$ cat src/rtl/hms_ctrl_pkg.sv
// Shared definitions for the HMS mode/setup controller.
// Holds the mode and position encodings, the display blink-mask constants
// and a helper that maps the selected field and blink phase to a digit mask.
package hms_ctrl_pkg;

  typedef enum logic [1:0] {
    MODE_CLOCK = 2'd0,
    MODE_SETUP = 2'd1,
    MODE_ALARM = 2'd2
  } mode_e;

  typedef enum logic [1:0] {
    POS_SEC = 2'd0,
    POS_MIN = 2'd1,
    POS_HR  = 2'd2
  } pos_e;

  // 1 = digit enabled; [1:0] sec, [3:2] min, [5:4] hr
  localparam logic [5:0] MASK_ALL_ON  = 6'b111111;
  localparam logic [5:0] MASK_SEC_OFF = 6'b111100;
  localparam logic [5:0] MASK_MIN_OFF = 6'b110011;
  localparam logic [5:0] MASK_HR_OFF  = 6'b001111;

  // Digit mask for a blinking field: phase 1 blanks the selected field only.
  function automatic logic [5:0] blink_mask(input pos_e pos, input logic phase);
    logic [5:0] m;
    m = MASK_ALL_ON;
    if (phase) begin
      case (pos)
        POS_SEC: m = MASK_SEC_OFF;
        POS_MIN: m = MASK_MIN_OFF;
        POS_HR:  m = MASK_HR_OFF;
        default: m = MASK_ALL_ON;
      endcase
    end else begin
      m = MASK_ALL_ON;
    end
    return m;
  endfunction

endpackage

$ cat src/rtl/hms_mode_ctrl_if.sv
// Signal bundle between the debouncers/timebase, hms_mode_ctrl and the
// hms counters / led_disp.
//   master : drives the strobes, button levels and counter-at-max flags,
//            observes mode, position, inc enables, digit mask and buzzer.
//   slave  : the controller side (hms_mode_ctrl).
interface hms_mode_ctrl_if;
  logic       i_tick_1hz;
  logic       i_tick_blink;
  logic       i_sw_mode;
  logic       i_sw_pos;
  logic       i_sw_inc;
  logic       i_sec_max;
  logic       i_min_max;
  logic       i_alarm_hit;
  logic [1:0] o_mode;
  logic [1:0] o_position;
  logic       o_sec_inc;
  logic       o_min_inc;
  logic       o_hr_inc;
  logic       o_alm_min_inc;
  logic       o_alm_hr_inc;
  logic [5:0] o_seg_enb_mask;
  logic       o_buzz;

  modport master (
    output i_tick_1hz, i_tick_blink, i_sw_mode, i_sw_pos, i_sw_inc,
           i_sec_max, i_min_max, i_alarm_hit,
    input  o_mode, o_position, o_sec_inc, o_min_inc, o_hr_inc,
           o_alm_min_inc, o_alm_hr_inc, o_seg_enb_mask, o_buzz
  );

  modport slave (
    input  i_tick_1hz, i_tick_blink, i_sw_mode, i_sw_pos, i_sw_inc,
           i_sec_max, i_min_max, i_alarm_hit,
    output o_mode, o_position, o_sec_inc, o_min_inc, o_hr_inc,
           o_alm_min_inc, o_alm_hr_inc, o_seg_enb_mask, o_buzz
  );
endinterface

$ cat src/rtl/hms_mode_ctrl_btn_edge.sv
// btn_edge: one-bit rising-edge detector for a debounced button level.
// Ports: clk, rst (async, active high), level_i (debounced level),
//        press_o (high in the cycle the level is 1 and the previous level was 0).
// The history register resets to 1 so a button held through reset does not
// produce a press until it has been released and pressed again.
module btn_edge (
  input  logic clk,
  input  logic rst,
  input  logic level_i,
  output logic press_o
);

  logic prev_q;

  // Previous-cycle level of the button.
  always_ff @(posedge clk or posedge rst) begin
    if (rst) begin
      prev_q <= 1'b1;
    end else begin
      prev_q <= level_i;
    end
  end

  assign press_o = level_i & ~prev_q;

endmodule

$ cat src/rtl/hms_mode_ctrl.sv
// hms_mode_ctrl: mode/setup controller for the HMS clock datapath.
// Turns 1 Hz / blink strobes and debounced buttons into single-cycle
// increment enables, owns the sec->min->hr carry chain, setup position
// selection, display blink mask and (optionally) the alarm buzzer.
// Ports: clk, rst (async, active high), bus (hms_mode_ctrl_if.slave):
//   inputs  i_tick_1hz, i_tick_blink, i_sw_mode/pos/inc, i_sec_max,
//           i_min_max, i_alarm_hit
//   outputs o_mode, o_position, o_sec/min/hr_inc, o_alm_min/hr_inc,
//           o_seg_enb_mask, o_buzz (all registered)
// Build option: HMS_MODE_CTRL_ALARM_EN adds the ALARM_SET mode, alarm inc
// outputs and the buzzer; without it those outputs are tied to 0.
module hms_mode_ctrl
  import hms_ctrl_pkg::*;
#(
  parameter int BUZZ_SECS = 30
) (
  input  logic           clk,
  input  logic           rst,
  hms_mode_ctrl_if.slave bus
);

  logic mode_evt_s, pos_evt_s, inc_evt_s;
  logic inc_act_s, clk_tick_s, set_inc_s;

  mode_e mode_q, mode_d;
  pos_e  pos_q, pos_d;
  logic  phase_q, phase_d;
  logic  sec_inc_q, sec_inc_d;
  logic  min_inc_q, min_inc_d;
  logic  hr_inc_q, hr_inc_d;
  logic [5:0] mask_q, mask_d;

  btn_edge u_edge_mode (.clk(clk), .rst(rst), .level_i(bus.i_sw_mode), .press_o(mode_evt_s));
  btn_edge u_edge_pos  (.clk(clk), .rst(rst), .level_i(bus.i_sw_pos),  .press_o(pos_evt_s));
  btn_edge u_edge_inc  (.clk(clk), .rst(rst), .level_i(bus.i_sw_inc),  .press_o(inc_evt_s));

  // An inc press only acts when no higher-priority press shares the cycle.
  assign inc_act_s  = inc_evt_s & ~mode_evt_s & ~pos_evt_s;
  // The mode after this edge decides whether the tick advances time.
  assign clk_tick_s = (mode_d == MODE_CLOCK) & bus.i_tick_1hz;
  assign set_inc_s  = inc_act_s & (mode_q == MODE_SETUP);

  // Mode state register.
  always_ff @(posedge clk or posedge rst) begin
    if (rst) begin
      mode_q <= MODE_CLOCK;
    end else begin
      mode_q <= mode_d;
    end
  end

  // Next mode on a mode press.
  always_comb begin
    mode_d = mode_q;
    if (mode_evt_s) begin
      case (mode_q)
        MODE_CLOCK: mode_d = MODE_SETUP;
`ifdef HMS_MODE_CTRL_ALARM_EN
        MODE_SETUP: mode_d = MODE_ALARM;
`else
        MODE_SETUP: mode_d = MODE_CLOCK;
`endif
        MODE_ALARM: mode_d = MODE_CLOCK;
        default:    mode_d = MODE_CLOCK;
      endcase
    end else begin
      mode_d = mode_q;
    end
  end

  // Next position, blink phase, time inc enables and digit mask.
  always_comb begin
    pos_d   = pos_q;
    phase_d = phase_q;
    if (mode_evt_s) begin
      pos_d = (mode_d == MODE_ALARM) ? POS_MIN : POS_SEC;
    end else if (pos_evt_s) begin
      case (mode_q)
        MODE_SETUP: begin
          case (pos_q)
            POS_SEC: pos_d = POS_MIN;
            POS_MIN: pos_d = POS_HR;
            default: pos_d = POS_SEC;
          endcase
        end
        MODE_ALARM: pos_d = (pos_q == POS_HR) ? POS_MIN : POS_HR;
        default:    pos_d = pos_q;
      endcase
    end else begin
      pos_d = pos_q;
    end

    // Blink runs independently of button presses but restarts on a mode change.
    if (mode_evt_s) begin
      phase_d = 1'b0;
    end else if ((mode_q != MODE_CLOCK) && bus.i_tick_blink) begin
      phase_d = ~phase_q;
    end else begin
      phase_d = phase_q;
    end

    sec_inc_d = clk_tick_s | (set_inc_s & (pos_q == POS_SEC));
    min_inc_d = (clk_tick_s & bus.i_sec_max) | (set_inc_s & (pos_q == POS_MIN));
    hr_inc_d  = (clk_tick_s & bus.i_sec_max & bus.i_min_max) | (set_inc_s & (pos_q == POS_HR));

    if (mode_d == MODE_CLOCK) begin
      mask_d = MASK_ALL_ON;
    end else begin
      mask_d = blink_mask(pos_d, phase_d);
    end
  end

  // Registered outputs and blink phase.
  always_ff @(posedge clk or posedge rst) begin
    if (rst) begin
      pos_q     <= POS_SEC;
      phase_q   <= 1'b0;
      sec_inc_q <= 1'b0;
      min_inc_q <= 1'b0;
      hr_inc_q  <= 1'b0;
      mask_q    <= MASK_ALL_ON;
    end else begin
      pos_q     <= pos_d;
      phase_q   <= phase_d;
      sec_inc_q <= sec_inc_d;
      min_inc_q <= min_inc_d;
      hr_inc_q  <= hr_inc_d;
      mask_q    <= mask_d;
    end
  end

  assign bus.o_mode         = mode_q;
  assign bus.o_position     = pos_q;
  assign bus.o_sec_inc      = sec_inc_q;
  assign bus.o_min_inc      = min_inc_q;
  assign bus.o_hr_inc       = hr_inc_q;
  assign bus.o_seg_enb_mask = mask_q;

`ifdef HMS_MODE_CTRL_ALARM_EN
  localparam int CW = $clog2(BUZZ_SECS + 1);

  logic          alm_inc_s;
  logic          any_evt_s;
  logic          alm_min_inc_q, alm_min_inc_d;
  logic          alm_hr_inc_q, alm_hr_inc_d;
  logic          buzz_q, buzz_d;
  logic [CW-1:0] buzz_cnt_q, buzz_cnt_d;

  assign alm_inc_s = inc_act_s & (mode_q == MODE_ALARM);
  assign any_evt_s = mode_evt_s | pos_evt_s | inc_evt_s;

  // Alarm inc enables and buzzer countdown.
  always_comb begin
    alm_min_inc_d = alm_inc_s & (pos_q == POS_MIN);
    alm_hr_inc_d  = alm_inc_s & (pos_q == POS_HR);
    buzz_d        = buzz_q;
    buzz_cnt_d    = buzz_cnt_q;
    if (mode_d != MODE_CLOCK) begin
      buzz_d     = 1'b0;
      buzz_cnt_d = '0;
    end else if (bus.i_alarm_hit) begin
      buzz_d     = 1'b1;
      buzz_cnt_d = CW'(BUZZ_SECS);
    end else if (any_evt_s) begin
      buzz_d     = 1'b0;
      buzz_cnt_d = '0;
    end else if (buzz_q && bus.i_tick_1hz) begin
      // The buzzer drops on the tick that takes the count to zero.
      buzz_cnt_d = buzz_cnt_q - CW'(1);
      buzz_d     = (buzz_cnt_q != CW'(1));
    end else begin
      buzz_d     = buzz_q;
      buzz_cnt_d = buzz_cnt_q;
    end
  end

  // Alarm output and buzzer registers.
  always_ff @(posedge clk or posedge rst) begin
    if (rst) begin
      alm_min_inc_q <= 1'b0;
      alm_hr_inc_q  <= 1'b0;
      buzz_q        <= 1'b0;
      buzz_cnt_q    <= '0;
    end else begin
      alm_min_inc_q <= alm_min_inc_d;
      alm_hr_inc_q  <= alm_hr_inc_d;
      buzz_q        <= buzz_d;
      buzz_cnt_q    <= buzz_cnt_d;
    end
  end

  assign bus.o_alm_min_inc = alm_min_inc_q;
  assign bus.o_alm_hr_inc  = alm_hr_inc_q;
  assign bus.o_buzz        = buzz_q;
`else
  logic unused_alarm_s;
  assign unused_alarm_s = bus.i_alarm_hit ^ (BUZZ_SECS > 0);

  assign bus.o_alm_min_inc = 1'b0;
  assign bus.o_alm_hr_inc  = 1'b0;
  assign bus.o_buzz        = 1'b0;
`endif

endmodule

$ cat src/flat_wrapper.sv
// flat-port wrapper written by rule: the top's interface ports become plain ports
module hms_mode_ctrl_flat import hms_ctrl_pkg::*;
#(
  parameter int BUZZ_SECS = 30
)
  (clk, rst, bus_i_tick_1hz, bus_i_tick_blink, bus_i_sw_mode, bus_i_sw_pos, bus_i_sw_inc, bus_i_sec_max, bus_i_min_max, bus_i_alarm_hit, bus_o_mode, bus_o_position, bus_o_sec_inc, bus_o_min_inc, bus_o_hr_inc, bus_o_alm_min_inc, bus_o_alm_hr_inc, bus_o_seg_enb_mask, bus_o_buzz);
  hms_mode_ctrl_if bus_i ();
  input  logic clk;
  input  logic rst;
  input wire logic [$bits(bus_i.i_tick_1hz)-1:0] bus_i_tick_1hz;
  input wire logic [$bits(bus_i.i_tick_blink)-1:0] bus_i_tick_blink;
  input wire logic [$bits(bus_i.i_sw_mode)-1:0] bus_i_sw_mode;
  input wire logic [$bits(bus_i.i_sw_pos)-1:0] bus_i_sw_pos;
  input wire logic [$bits(bus_i.i_sw_inc)-1:0] bus_i_sw_inc;
  input wire logic [$bits(bus_i.i_sec_max)-1:0] bus_i_sec_max;
  input wire logic [$bits(bus_i.i_min_max)-1:0] bus_i_min_max;
  input wire logic [$bits(bus_i.i_alarm_hit)-1:0] bus_i_alarm_hit;
  output wire logic [$bits(bus_i.o_mode)-1:0] bus_o_mode;
  output wire logic [$bits(bus_i.o_position)-1:0] bus_o_position;
  output wire logic [$bits(bus_i.o_sec_inc)-1:0] bus_o_sec_inc;
  output wire logic [$bits(bus_i.o_min_inc)-1:0] bus_o_min_inc;
  output wire logic [$bits(bus_i.o_hr_inc)-1:0] bus_o_hr_inc;
  output wire logic [$bits(bus_i.o_alm_min_inc)-1:0] bus_o_alm_min_inc;
  output wire logic [$bits(bus_i.o_alm_hr_inc)-1:0] bus_o_alm_hr_inc;
  output wire logic [$bits(bus_i.o_seg_enb_mask)-1:0] bus_o_seg_enb_mask;
  output wire logic [$bits(bus_i.o_buzz)-1:0] bus_o_buzz;
  assign bus_i.i_tick_1hz = bus_i_tick_1hz;
  assign bus_i.i_tick_blink = bus_i_tick_blink;
  assign bus_i.i_sw_mode = bus_i_sw_mode;
  assign bus_i.i_sw_pos = bus_i_sw_pos;
  assign bus_i.i_sw_inc = bus_i_sw_inc;
  assign bus_i.i_sec_max = bus_i_sec_max;
  assign bus_i.i_min_max = bus_i_min_max;
  assign bus_i.i_alarm_hit = bus_i_alarm_hit;
  assign bus_o_mode = bus_i.o_mode;
  assign bus_o_position = bus_i.o_position;
  assign bus_o_sec_inc = bus_i.o_sec_inc;
  assign bus_o_min_inc = bus_i.o_min_inc;
  assign bus_o_hr_inc = bus_i.o_hr_inc;
  assign bus_o_alm_min_inc = bus_i.o_alm_min_inc;
  assign bus_o_alm_hr_inc = bus_i.o_alm_hr_inc;
  assign bus_o_seg_enb_mask = bus_i.o_seg_enb_mask;
  assign bus_o_buzz = bus_i.o_buzz;
  hms_mode_ctrl #(.BUZZ_SECS(BUZZ_SECS)) u_core (.clk(clk), .rst(rst), .bus(bus_i));
endmodule
$ cat config.mk
export PLATFORM = sky130hd
export DESIGN_NAME = hms_mode_ctrl_flat
export DESIGN_NICKNAME = d
export VERILOG_FILES = /design/src/rtl/hms_ctrl_pkg.sv /design/src/rtl/hms_mode_ctrl_if.sv /design/src/rtl/hms_mode_ctrl_btn_edge.sv /design/src/rtl/hms_mode_ctrl.sv /design/src/flat_wrapper.sv
export SDC_FILE = /design/constraint.sdc
export NUM_CORES = 1
export LEC_CHECK = 0
export CORE_UTILIZATION = 40
export DETAILED_ROUTE_END_ITERATION = 10
export PLACE_DENSITY = 0.76
export SKIP_LAST_GASP = 1
export SYNTH_ARGS = -nofsm -noshare
export SYNTH_HDL_FRONTEND = slang
export SYNTH_SLANG_ARGS = --single-unit
$ cat constraint.sdc
create_clock -name clk -period 1.6 [get_ports clk]
set_input_delay 0.16 -clock clk [delete_from_list [all_inputs] [get_ports clk]]
set_output_delay 0.16 -clock clk [all_outputs]
set_load 0.1 [all_outputs]
Yosys cells after proc, flatten, opt, wreduce, memory -nomap -nowiden
Index checks and enable logic that the tools add are counted.

storage, ports and cells
  register bits = 17
  latch bits = 0
  RAM bits = 0
  memory bits (read-only) = 0
  logic and storage cells = 57
  memories = 0

cells by class
  add/subtract/negate cells = 0
  multiply operators = 0
  divide/modulo/power cells = 0
  magnitude comparators = 0
  eq/ne operators = 7
  shifts and indexed selects = 0
  multiplexer cells = 13
  bitwise logic cells = 21
  reduce and logical (&&, ||, !) cells = 6

operators by type and width
  operator                                                         count
  6-bit one-hot mux with 3 select lines                            1
  1-bit bitwise AND                                                12
  6-bit two-way mux                                                2
  2-bit == test, second input constant                             4
  2-bit zero test                                                  4
  2-bit two-way mux                                                4
  2-bit one-hot mux with 2 select lines                            2
  2-bit by 1-bit == test with 1-bit output, second input constant  3
  1-bit NOT                                                        6
  1-bit two-way mux                                                4
  1-bit bitwise OR                                                 3
  2-bit nonzero test                                               1
  1-bit logical AND                                                1

Depth between registers and ports, before layout
  depth after elaboration = 10
  gate-level depth with buffers = 5
  gate-level depth less buffers = 5

Modules after synthesis
Synthesis repeated with hierarchy kept, for this count alone.

unflattened totals
  cells, all modules = 72
  area total of the unflattened synthesis = 745.7 um2

modules (own cells, without submodules)
  module         instances  cells each  area an instance (um2)  sequential area each (um2)
  hms_mode_ctrl  1          63          614.3                   279.0
  btn_edge       3          3           43.8                    26.3

Least setup slack after synthesis
Ideal clock, no wire load.

  kind = register to register
  from = reg u_core.mode_q[0] (netlist: u_core.bus.o_mode[0])
  to = reg u_core.mask_q[3] (netlist: u_core.bus.o_seg_enb_mask[3])
  library setup time = 0.100 ns
  data arrival time = 2.100 ns
  required time = 1.500 ns
  path slack = -0.600 ns
  cell stages (with the launch flop) = 6
  buffers on the path = 0
  period minus slack after synthesis = 2.200 ns
  cell sequence = dfrtp_1 > inv_1 > ha_1 > or3b_1 > a211oi_2 > o2111ai_1

on the way
  longest elaborated chain between the ends = 10

ends and longest elaborated chain
  what                                   line                  RTL
  start: declaration                     hms_mode_ctrl.sv:25   mode_e mode_q, mode_d;
  start signal: assignment               hms_mode_ctrl.sv:48   mode_q <= mode_d;
  2-bit zero test                        hms_mode_ctrl.sv:56   case (mode_q)
  1-bit two-way mux                      hms_mode_ctrl.sv:56
  2-bit two-way mux                      hms_mode_ctrl.sv:55   if (mode_evt_s) begin
  2-bit == test                          hms_mode_ctrl.sv:76   pos_d = (mode_d == MODE_ALARM) ? POS_MIN : POS_SEC;
  1-bit two-way mux                      hms_mode_ctrl.sv:76
  2-bit two-way mux                      hms_mode_ctrl.sv:75   if (mode_evt_s) begin
  2-bit == test (tied with other cells)  hms_ctrl_pkg.sv:29    case (pos)
  6-bit one-hot mux with 3 select lines  hms_ctrl_pkg.sv:29
  6-bit two-way mux                      hms_ctrl_pkg.sv:28    if (phase) begin
  6-bit two-way mux *                    hms_mode_ctrl.sv:106  if (mode_d == MODE_CLOCK) begin
  end signal: assignment                 hms_mode_ctrl.sv:128  mask_q <= mask_d;
  end: declaration                       hms_mode_ctrl.sv:31   logic [5:0] mask_q, mask_d;

Mark *: on every way between the ends. The rest lies on a longest branch, timed or not.

Worst setup path after layout
Same ends and word-level chain as after synthesis.

==> metrics.md <==
| Metric | Value |
|---|---|
| Clk sinks | 14 |
| Total number of vias | between 600 and 700 |
| Core area | about 2000 um2 |
| # port buffers | 21 |
| Gp weighted congestion | between 0.7 and 0.8 |
| Setup CP Type | register to register |
| Drt wl/cell | 12.7 um |
| Dpl cells | 121 |
| Row Count | 16 |
| Final Hold Vio Count | 0 |
| RSZ-0062 raised after global routing | true |
| Vias in the first global route | 594 |
| Power per standard cell area | 1030 nW/um2 |
| Final #Nets | ~110 |
| Synth warnings | 0 |
| Layout cells sized above 1 | 0.444 |
| Initial antenna violation count | 0 |
| Setup WS pre-CTS | 1.88 ps |
| Final setup fails | 0 |
| Seq/Total Area, Yosys | 0.431 |
| Max rail drop VDD | 0.536 mV |
| Syn_area_per_cell | around 11 um2 |
| Fmax | 0.636 GHz |
| EDFF count, synth | 0 |
| Fillcell total | 160 |
| ANT nets after route | 0 |
| Most common cell after layout, fill and taps aside | buf_12 |
| Worst Setup Slack, final | 28.7 ps |
| CTS clk-pin slew, worst paths | about 90 ps |
| DRT Wirelength | 1.60 mm |
| Req. time, crit path | 1780 ps |
| Die H | around 48 um |
| DRC | 0 |
| Post-Syn Area | 831 um2 |
| Worst-Skew Late Latency | a little under 300 ps |
| Async S/R FF share, synth | 1.00 |
| Worst setup SP type | register |
| Worst-path maximum fanout | 4 |
| Worst min-delay path category | primary input to async pin |
| P&R area growth vs syn | 49.8% |
| CTS tree | yes |
| CTS Buffer Depth | 2 |
| Initial DRC Count | 18 |
| Largest net degree at the start of global routing | 15 |
| Period utilization | 0.982 |
| Overall routing resource usage | 0.168 |
| Mapped Cells | 77 |
| Hold Slack | 218 ps |
| Number of H-tree levels | 1 |
| Inserted Diodes | 0 |
| Final std cells w/o fill | roughly 130 |
| CTS Hold Bufs | 0 |
| IO Count | 26 |
| Leakage | 0.548 nW |
| Vias/cell | 5.02 |
| Die X | 47.6 um |
| Drt first pass iters | 6 |
| Most frequent cells in the layout | buf_12, clkdlybuf4s50_1, nand2_1, dfstp_2 |
| Critical Path End Type | register |
| Clk root buf | clkbuf_4 |
| Fin Clk Skew | 14.9 ps |
| Synthesized flop and latch total | 14 |
| Worst EP arrival | around 1800 ps |
| TritonCTS buffer count | 3 |
| Most common flop cell mapped by yosys | dfrtp_1 |
| Hpwl dp | 1.29 mm |
| Tmin final | about 1600 ps |
| First-pass GRT wire length | 2.57 mm |
| Status | finished clean |
| Max-cap violations | 0 |
| Least-Margin Pin Slew | 529 ps |
| Grt ovf | 0 |
| Die area | between 2000 and 2500 um2 |
| Starting Density | 0.423 |
| Relative slew margins | 0.647 |
| Pins Over Slew Limit | 0 |
| Synth unique cells | 37 |
## metrics by stage
step	utilization	total power [mW]	cell area [um2]	setup TNS (ps)
CTS	0.629	1.28	1230	0
detailed placement	0.611	1.06	1200	0
global route	0.635	1.35	1240	-14.1
global placement	0.611	1.05	1200	0
floorplan	-	0.869	868	-105
finish	0.635	1.28	1240	0
## what timing repair did
action                                  in CTS  in global routing
gates cloned                                 0                  0
buffers inserted                             1                  0
pin swaps                                    1                  1
endpoints found under the setup margin       1                  1
resized for setup                            1                  1
## cell families (layout without fill, tap and decap cells)
kind of cell               after synthesis  count (layout)  share of synthesized area
other                                    1               3                    0.00451
DFF                                     14              14                      0.431
muxes                                    2               2                     0.0316
xor gates and xnor gates                 1               1                     0.0105
AOI/OAI and AO/OA                       12              12                      0.133
and+or+nand+nor                         30              30                      0.242
adders and majority gates                3               3                     0.0452
buffers and inverters                   14              34                      0.102
## final timing paths
path / startpoint / slack [ps] / cells past startpoint / endpoint
setup / recovery: u_core.bus.o_mode[0] / 30 / 5 / u_core.bus.o_seg_enb_mask[3]
hold / removal: rst / 220 / 2 / u_core.bus.o_mode[1]
setup reg to reg: u_core.bus.o_mode[0] / 30 / 5 / u_core.bus.o_seg_enb_mask[3]
hold reg to reg: u_core.phase_q / 630 / 2 / u_core.bus.o_seg_enb_mask[1]
max in group asynchronous: rst / 990 / 2 / u_core.bus.o_mode[0]
min in group clk: bus_i_sw_inc / 290 / 1 / u_core.u_edge_inc.prev_q
## cell type report
cell class                 instances  area [um2]  share of cell area
sequential                        14         368               0.295
clock buffer                       4        26.3              0.0211
timing repair buffer              25         370               0.297
inverter                           5        23.8              0.0191
tap                               27        33.8              0.0271
multi-input combinational         51         423               0.340
## power breakdown
part           internal (mW)  switching (mW)  total (mW)
clock network         0.0968           0.115       0.212
logic                  0.232           0.376       0.608
registers              0.405          0.0517       0.456
total                  0.734           0.543        1.28
## cells in the mapped netlist, drive strengths merged (2+ instances only)
cell / number / share of area
buf: 9 / 0.080
dfrtp: 8 / 0.24
dfstp: 6 / 0.19
nand2: 6 / 0.027
inv: 5 / 0.023
nand2b: 4 / 0.039
and3b: 3 / 0.032
ha: 3 / 0.045
o2111ai: 3 / 0.032
and2: 2 / 0.017
mux2: 2 / 0.032
nand3: 2 / 0.012
nand3b: 2 / 0.033
nand4: 2 / 0.015
nor2: 2 / 0.0090
nor2b: 2 / 0.015
o31ai: 2 / 0.030
## critical path: stages (launching register included)
cell and delay (ps):
dfrtp_4 480, inv_4 60, ha_2 180, or3b_1 390, a211oi_2 230, o2111ai_1 120
## layer usage
metal,vias up,global-route usage,part of all wire
met4,0,0.0778,0.019
met2,27,0.260,0.51
li1,304,-,-
met3,5,0.0377,0.043
met1,296,0.225,0.43
met5,-,0,0
## sequential cells by signal (all words and copies together), names as in the netlist
name and flops:
u_core.u_edge_mode.prev_q 1, u_core.bus.o_hr_inc 1, u_core.bus.o_position 2, u_core.phase_q 1, u_core.bus.o_min_inc 1, u_core.bus.o_mode 2, u_core.bus.o_seg_enb_mask 3, u_core.u_edge_pos.prev_q 1
u_core.bus.o_sec_inc 1, u_core.u_edge_inc.prev_q 1
(Power assumes the default switching activity.)
